`src/rtl/xillybus_rd32_arb_pkg.sv`:
```
// Shared types and header formatting for the 32-bit Xillybus read-stream arbiter.
package xillybus_rd32_arb_pkg;

  localparam logic [7:0] HDR_MAGIC = 8'hA5;

  typedef enum logic [1:0] {
    ST_IDLE = 2'd0,
    ST_HDR  = 2'd1,
    ST_DATA = 2'd2
  } state_e;

  // Header word: magic, reserved nibble, source id, burst length.
  function automatic logic [31:0] make_hdr(input logic [3:0] id, input logic [15:0] len);
    return {HDR_MAGIC, 4'h0, id, len};
  endfunction

endpackage

```
`src/rtl/xillybus_rd32_arbiter_rr_pick.sv`:
```
// Combinational round-robin picker: first requester strictly after ptr_i, wrapping.
module xillybus_rr_pick #(
  parameter int N  = 4,
  parameter int IW = (N > 1) ? $clog2(N) : 1
) (
  input  logic [N-1:0]  req_i,
  input  logic [IW-1:0] ptr_i,
  output logic [N-1:0]  gnt_o,
  output logic [IW-1:0] idx_o,
  output logic          vld_o
);

  always_comb begin
    gnt_o = '0;
    idx_o = '0;
    vld_o = 1'b0;
    // Upper segment (after the pointer) wins over the wrapped lower segment.
    for (int i = 0; i < N; i++) begin
      if (!vld_o && req_i[i] && (i > int'(ptr_i))) begin
        vld_o    = 1'b1;
        idx_o    = IW'(i);
        gnt_o[i] = 1'b1;
      end
    end
    for (int i = 0; i < N; i++) begin
      if (!vld_o && req_i[i] && (i <= int'(ptr_i))) begin
        vld_o    = 1'b1;
        idx_o    = IW'(i);
        gnt_o[i] = 1'b1;
      end
    end
  end

endmodule

```
`src/rtl/xillybus_rd32_arbiter.sv`:
```
// Round-robin sharing of the Xillybus read_32 stream between NSRC FIFOs, header-prefixed bursts.
// Optional XILLYBUS_RD32_ARB_TIMEOUT_EN: aged sub-burst sources get partial grants.
module xillybus_rd32_arbiter
  import xillybus_rd32_arb_pkg::*;
#(
  parameter int NSRC      = 4,
  parameter int BURST_LEN = 16,
  parameter int LVL_W     = 10,
  parameter int TIMEOUT   = 256
) (
  input  logic                    bus_clk,
  input  logic                    bus_rst,
  input  logic                    user_r_read_32_rden,
  output logic [31:0]             user_r_read_32_data,
  output logic                    user_r_read_32_empty,
  output logic                    user_r_read_32_eof,
  input  logic                    user_r_read_32_open,
  output logic [NSRC-1:0]         src_rden,
  input  logic [NSRC*32-1:0]      src_data,
  input  logic [NSRC*LVL_W-1:0]   src_level
);

  localparam int          IW   = (NSRC > 1) ? $clog2(NSRC) : 1;
  localparam logic [31:0] BL32 = 32'(BURST_LEN);

  state_e      state_q, state_d;
  logic [IW-1:0] ptr_q, ptr_d, g_q, g_d, sel_q, sel_d;
  logic        sel_hdr_q, sel_hdr_d;
  logic [15:0] rem_q, rem_d;
  logic [31:0] hdr_q, hdr_d;

  logic [NSRC-1:0][LVL_W-1:0] lvl;
  logic [NSRC-1:0][31:0]      sdat;
  logic [NSRC-1:0]            full_burst, aged, req, pick_gnt;
  logic [IW-1:0]              pick_idx;
  logic                       pick_vld, grant;
  logic [31:0]                lvl_g;
  logic [15:0]                len;

  assign lvl  = src_level;
  assign sdat = src_data;

  always_comb begin
    for (int i = 0; i < NSRC; i++) full_burst[i] = (32'(lvl[i]) >= BL32);
  end

  assign req = full_burst | aged;

  xillybus_rr_pick #(.N(NSRC), .IW(IW)) u_pick (
    .req_i (req),
    .ptr_i (ptr_q),
    .gnt_o (pick_gnt),
    .idx_o (pick_idx),
    .vld_o (pick_vld)
  );

  assign grant = (state_q == ST_IDLE) && user_r_read_32_open && pick_vld;

  always_comb begin
    lvl_g = '0;
    for (int i = 0; i < NSRC; i++) if (pick_gnt[i]) lvl_g = lvl_g | 32'(lvl[i]);
  end

  // Burst never exceeds what the source holds, so it cannot underflow.
  assign len = 16'((lvl_g < BL32) ? lvl_g : BL32);

`ifdef XILLYBUS_RD32_ARB_TIMEOUT_EN
  localparam int           AW   = $clog2(TIMEOUT + 1);
  localparam logic [AW-1:0] AMAX = AW'(TIMEOUT);

  logic [NSRC-1:0][AW-1:0] age_q, age_d;

  always_comb begin
    for (int i = 0; i < NSRC; i++) begin
      aged[i]  = (age_q[i] == AMAX) && (lvl[i] != '0);
      age_d[i] = age_q[i];
      if ((lvl[i] == '0) || (grant && pick_gnt[i]) ||
          ((state_q != ST_IDLE) && (g_q == IW'(i))))
        age_d[i] = '0;
      else if (age_q[i] != AMAX)
        age_d[i] = age_q[i] + 1'b1;
    end
  end

  always_ff @(posedge bus_clk) begin
    if (bus_rst) age_q <= '0;
    else         age_q <= age_d;
  end
`else
  assign aged = '0;
`endif

  always_comb begin
    state_d   = state_q;
    ptr_d     = ptr_q;
    g_d       = g_q;
    sel_d     = sel_q;
    sel_hdr_d = sel_hdr_q;
    rem_d     = rem_q;
    hdr_d     = hdr_q;
    src_rden  = '0;
    if (!user_r_read_32_open) begin
      // Host closed the file: abandon the burst, leftovers stay in the FIFO.
      state_d = ST_IDLE;
      rem_d   = '0;
    end else begin
      case (state_q)
        ST_IDLE: begin
          if (grant) begin
            g_d     = pick_idx;
            ptr_d   = pick_idx;
            rem_d   = len;
            hdr_d   = make_hdr(4'(pick_idx), len);
            state_d = ST_HDR;
          end
        end
        ST_HDR: begin
          if (user_r_read_32_rden) begin
            sel_hdr_d = 1'b1;
            state_d   = ST_DATA;
          end
        end
        ST_DATA: begin
          if (user_r_read_32_rden && (rem_q != '0)) begin
            src_rden[g_q] = 1'b1;
            rem_d         = rem_q - 1'b1;
            sel_hdr_d     = 1'b0;
            sel_d         = g_q;
            if (rem_q == 16'd1) state_d = ST_IDLE;
          end
        end
        default: state_d = ST_IDLE;
      endcase
    end
  end

  always_ff @(posedge bus_clk) begin
    if (bus_rst) begin
      state_q   <= ST_IDLE;
      ptr_q     <= IW'(NSRC - 1);
      g_q       <= '0;
      sel_q     <= '0;
      sel_hdr_q <= 1'b1;
      rem_q     <= '0;
      hdr_q     <= '0;
    end else begin
      state_q   <= state_d;
      ptr_q     <= ptr_d;
      g_q       <= g_d;
      sel_q     <= sel_d;
      sel_hdr_q <= sel_hdr_d;
      rem_q     <= rem_d;
      hdr_q     <= hdr_d;
    end
  end

  assign user_r_read_32_empty = (state_q == ST_IDLE) || ((state_q == ST_DATA) && (rem_q == '0));
  // The select is registered so the word popped last cycle stays on the bus.
  assign user_r_read_32_data  = sel_hdr_q ? hdr_q : sdat[sel_q];
  assign user_r_read_32_eof   = 1'b0;

endmodule

```
`config.mk`:
```
export PLATFORM = sky130hd
export DESIGN_NAME = xillybus_rd32_arbiter
export DESIGN_NICKNAME = d
export VERILOG_FILES = /design/src/rtl/xillybus_rd32_arb_pkg.sv /design/src/rtl/xillybus_rd32_arbiter_rr_pick.sv /design/src/rtl/xillybus_rd32_arbiter.sv
export SDC_FILE = /design/constraint.sdc
export NUM_CORES = 1
export LEC_CHECK = 0
export ABC_CLOCK_PERIOD_IN_PS = 5300
export CORE_MARGIN = 1
export CORE_UTILIZATION = 37
export DETAILED_ROUTE_END_ITERATION = 16
export HOLD_SLACK_MARGIN = 0.15
export PLACE_DENSITY = 0.87
export REMOVE_ABC_BUFFERS = 1
export SLEW_MARGIN = 20
export SYNTH_ARGS = -nofsm -noshare
export SYNTH_HDL_FRONTEND = slang
export SYNTH_SLANG_ARGS = --single-unit
```
`constraint.sdc`:
```
create_clock -name bus_clk -period 5.3 [get_ports bus_clk]
set_clock_uncertainty 0.05 [all_clocks]
set_input_delay 1.06 -clock bus_clk [delete_from_list [all_inputs] [get_ports bus_clk]]
set_output_delay 1.06 -clock bus_clk [all_outputs]
set_load 0.05 [all_outputs]
```
==> reports/metrics.cfg <==
[timing]
clock.fmax_ghz=0.225
slew_viol_final=0
tightest_slew_ns=1.01
rsz0062_at_grt=no
relSlewSlack=0.328
fin_hold_ws_ns=0.406
period_minus_slack_ns=4.44
hold_violations=0
finalSetupViolations=0
fin_crit_sh=0.838
finalSetupTns_ns=0

[worst_setup_path]
start_kind=input port
r2r_end=rem_q[10]
path_class=input port to output pin
cp_max_fo=5
end_kind=output pin
rr_startpoint=rem_q[0]
cp.arrival_ns=3.33
required_ns=4.19
reg2reg_setup_slack_ns=3.09
rr_worst_depth=7

[layout]
area_delta_synth_final_pct=75.5
drive_above_1_share=0.156
n_fill_cell=584
antenna-diode-count=0
multi_input_area_sq_um=1980
final_cell_area_sq_um=4940
nets=641
final-seq-area_sq_um=722

[detailed_routing]
first_pass_iters=4
drt_iter0_markers=192
wirelength_um=9950
postRouteAntennaNets=0
drt-vias-per-instance=5.36
num_vias=3033
drc=0
wire_per_inst_um=17.6

[outcome]
status=finished clean

[floorplanning]
fp.dieH_um=89.2
rows=31
dieArea_sq_um=7960
core_region_area_sq_um=7290
start_util=0.386
dieWidth_um=89.2
pin_count=210

[place]
detailed_place_hpwl_um=8360
port_buffers=192
gp_congestion=0.847
dpl-instance-area_sq_um=4830

[synth]
synth_xor_area_frac=0.0280
synthAdderAreaFrac=0.0133
synthSimpleGateAreaFrac=0.243
synth_seq_cells=36
syn_avg_cell_area_sq_um=10.1
synth_top_area_cell=dfxtp_1
synthTopCellsByArea=dfxtp_1 (26%), mux4_2 (26%), mux2_2 (4.8%), nor2b_1 (4.0%), nor2_1 (2.9%)
synth_area_sq_um=2810
synth-edff-count=0
synth_ff_type=dfxtp_1
synth_compound_area_frac=0.106
yosysWarnings=0
synthCells=278
synth_mux_area_frac=0.311
yosysSeqAreaShare=0.256
synth.distinct_cells=57
synthArstFlopShare=0
synth_top_family_by_area=multiplexers
yosys.area.top_type_share=0.256

[min_path]
holdPathEnd=hdr_q[24]
hp-class=register to register
hold_start=hdr_q[24]
hold_path_depth=2

[clock_network]
htreeDepth=2
post_cts_buffers=0
cts.repair.resized=0
cts.root.buffer_cell=clkbuf_8
cts_tree=built
cts.sinks=36
cts_buffer_depth=2
cts_hold_buf=0
cts_buffers=5
clk_latency_ns=0.29
clk_pin_slew_ns=0.07

[global_route]
grt_remaining_overflow=0
groute.usage.overall=0.249
grt_max_degree=35
grt_pass1_vias=3009
grt_pass1_wl_um=14700
antenna_found_initial=0

[power]
p_clk_frac=0.331
power_uw=720
switching_share=0.234
ir_drop_v=0.0000817
p_comb_frac=0.279
p_seq_frac=0.390
p_per_area_nw_per_um2=146
internal_power_uw=551
p_switching_uw=169
p_leak_uw=0.00168

[job]
cap_violations=0

-- metal layers --
| metal | share of wire | up-vias | global-route usage | wire length (um) |
|---|---|---|---|---|
| li1 | - | 1438 | - | - |
| met1 | 0.39 | 1460 | 0.304 | 3870 |
| met2 | 0.52 | 112 | 0.427 | 5130 |
| met3 | 0.060 | 23 | 0.0545 | 598 |
| met4 | 0.036 | 0 | 0.101 | 354 |
| met5 | 0 | - | 0 | 0 |
-- flip-flops by register name (all words and copies together) (netlist names) --
register and count:
hdr_q 12, state_q 2, sel_hdr_q 1, ptr_q 2
g_q 1, rem_q 16, sel_q 2
-- worst max path at each step --
stage | startpoint | endpoint | slack, ns | cells past startpoint
after floorplan | sel_q[0] | user_r_read_32_data[24] | 1.17 | 3
after global placement | user_r_read_32_rden | src_rden[3] | 0.92 | 6
after detailed placement | user_r_read_32_rden | src_rden[3] | 0.91 | 6
after CTS | user_r_read_32_rden | src_rden[3] | 0.90 | 6
after global routing | user_r_read_32_rden | src_rden[2] | 0.76 | 7
final | user_r_read_32_rden | src_rden[3] | 0.86 | 6
-- placed cells by master (no fill, tap or decap), types with 6 or more instances in the layout --
cell type	count
a21oi_1	16
inv_1	11
nand2_1	9
dfxtp_1	35
nand3_1	8
mux2_2	12
and2_1	10
mux4_2	32
nor2_1	22
clkdlybuf4s50_1	192
xnor2_1	8
nor2b_1	18
buf_4	6
-- cells by family after synthesis --
| family | after synthesis |
|---|---|
| adder cells (fa/ha/maj) | 3 |
| flip-flops | 36 |
| XOR/XNOR | 9 |
| AO/OA/AOI/OAI | 44 |
| multiplexers | 46 |
| AND/OR/NAND/NOR | 111 |
| other | 1 |
| buffers and inverters | 28 |
-- synth_stat cells, types with 2 or more instances --
master	instances
a211oi_1	4
a21oi_1	16
a31oi_1	3
and2_1	10
buf_2	5
clkbuf_1	10
dfxtp_1	36
ha_1	3
inv_1	11
mux2_2	12
mux2i_1	2
mux4_2	32
nand2_1	9
nand2b_1	2
nand3_1	8
nand3b_1	5
nand4_1	4
nor2_1	22
nor2b_1	18
nor3_1	3
nor3b_1	4
nor4_1	5
o21ai_0	5
o31ai_1	3
or3_1	2
or3_4	2
or4_1	2
or4_4	3
or4b_2	2
xnor2_1	8
-- cell type report --
cell class              instances  area share
repair buffers                198       0.398
clock buffers                   6      0.0147
well taps                      99      0.0251
multi-input cells             214       0.400
inverters                      11     0.00836
flip-flops and latches         36       0.146
clock inverters                 2     0.00709
-- critical path: stages --
cell and delay [ns]:
clkdlybuf4s50_1 0.56, nand3b_1 0.19, a311oi_1 0.36, buf_4 0.20, and3_1 0.15, clkdlybuf4s50_1 0.81
-- power groups by stage --
| stage | Sequential (uW) | Clock (uW) | Combinational (uW) |
|---|---|---|---|
| 3_3_place_gp | 286 | 0 | 196 |
| 3_5_place_dp | 287 | 0 | 200 |
| 2_1_floorplan | 285 | 0 | 62.8 |
| 5_1_grt | 281 | 251 | 212 |
| 4_1_cts | 281 | 238 | 201 |
| 6_report | 281 | 238 | 201 |
-- per-stage QoR --
stage,cells,worst slack [ns],util
floorplan,261,1.17,-
global placement,558,0.922,0.663
detailed placement,558,0.915,0.663
CTS,566,0.899,0.677
global route,566,0.760,0.677
finish,566,0.858,0.677
Power figures use the tool's default switching activity.
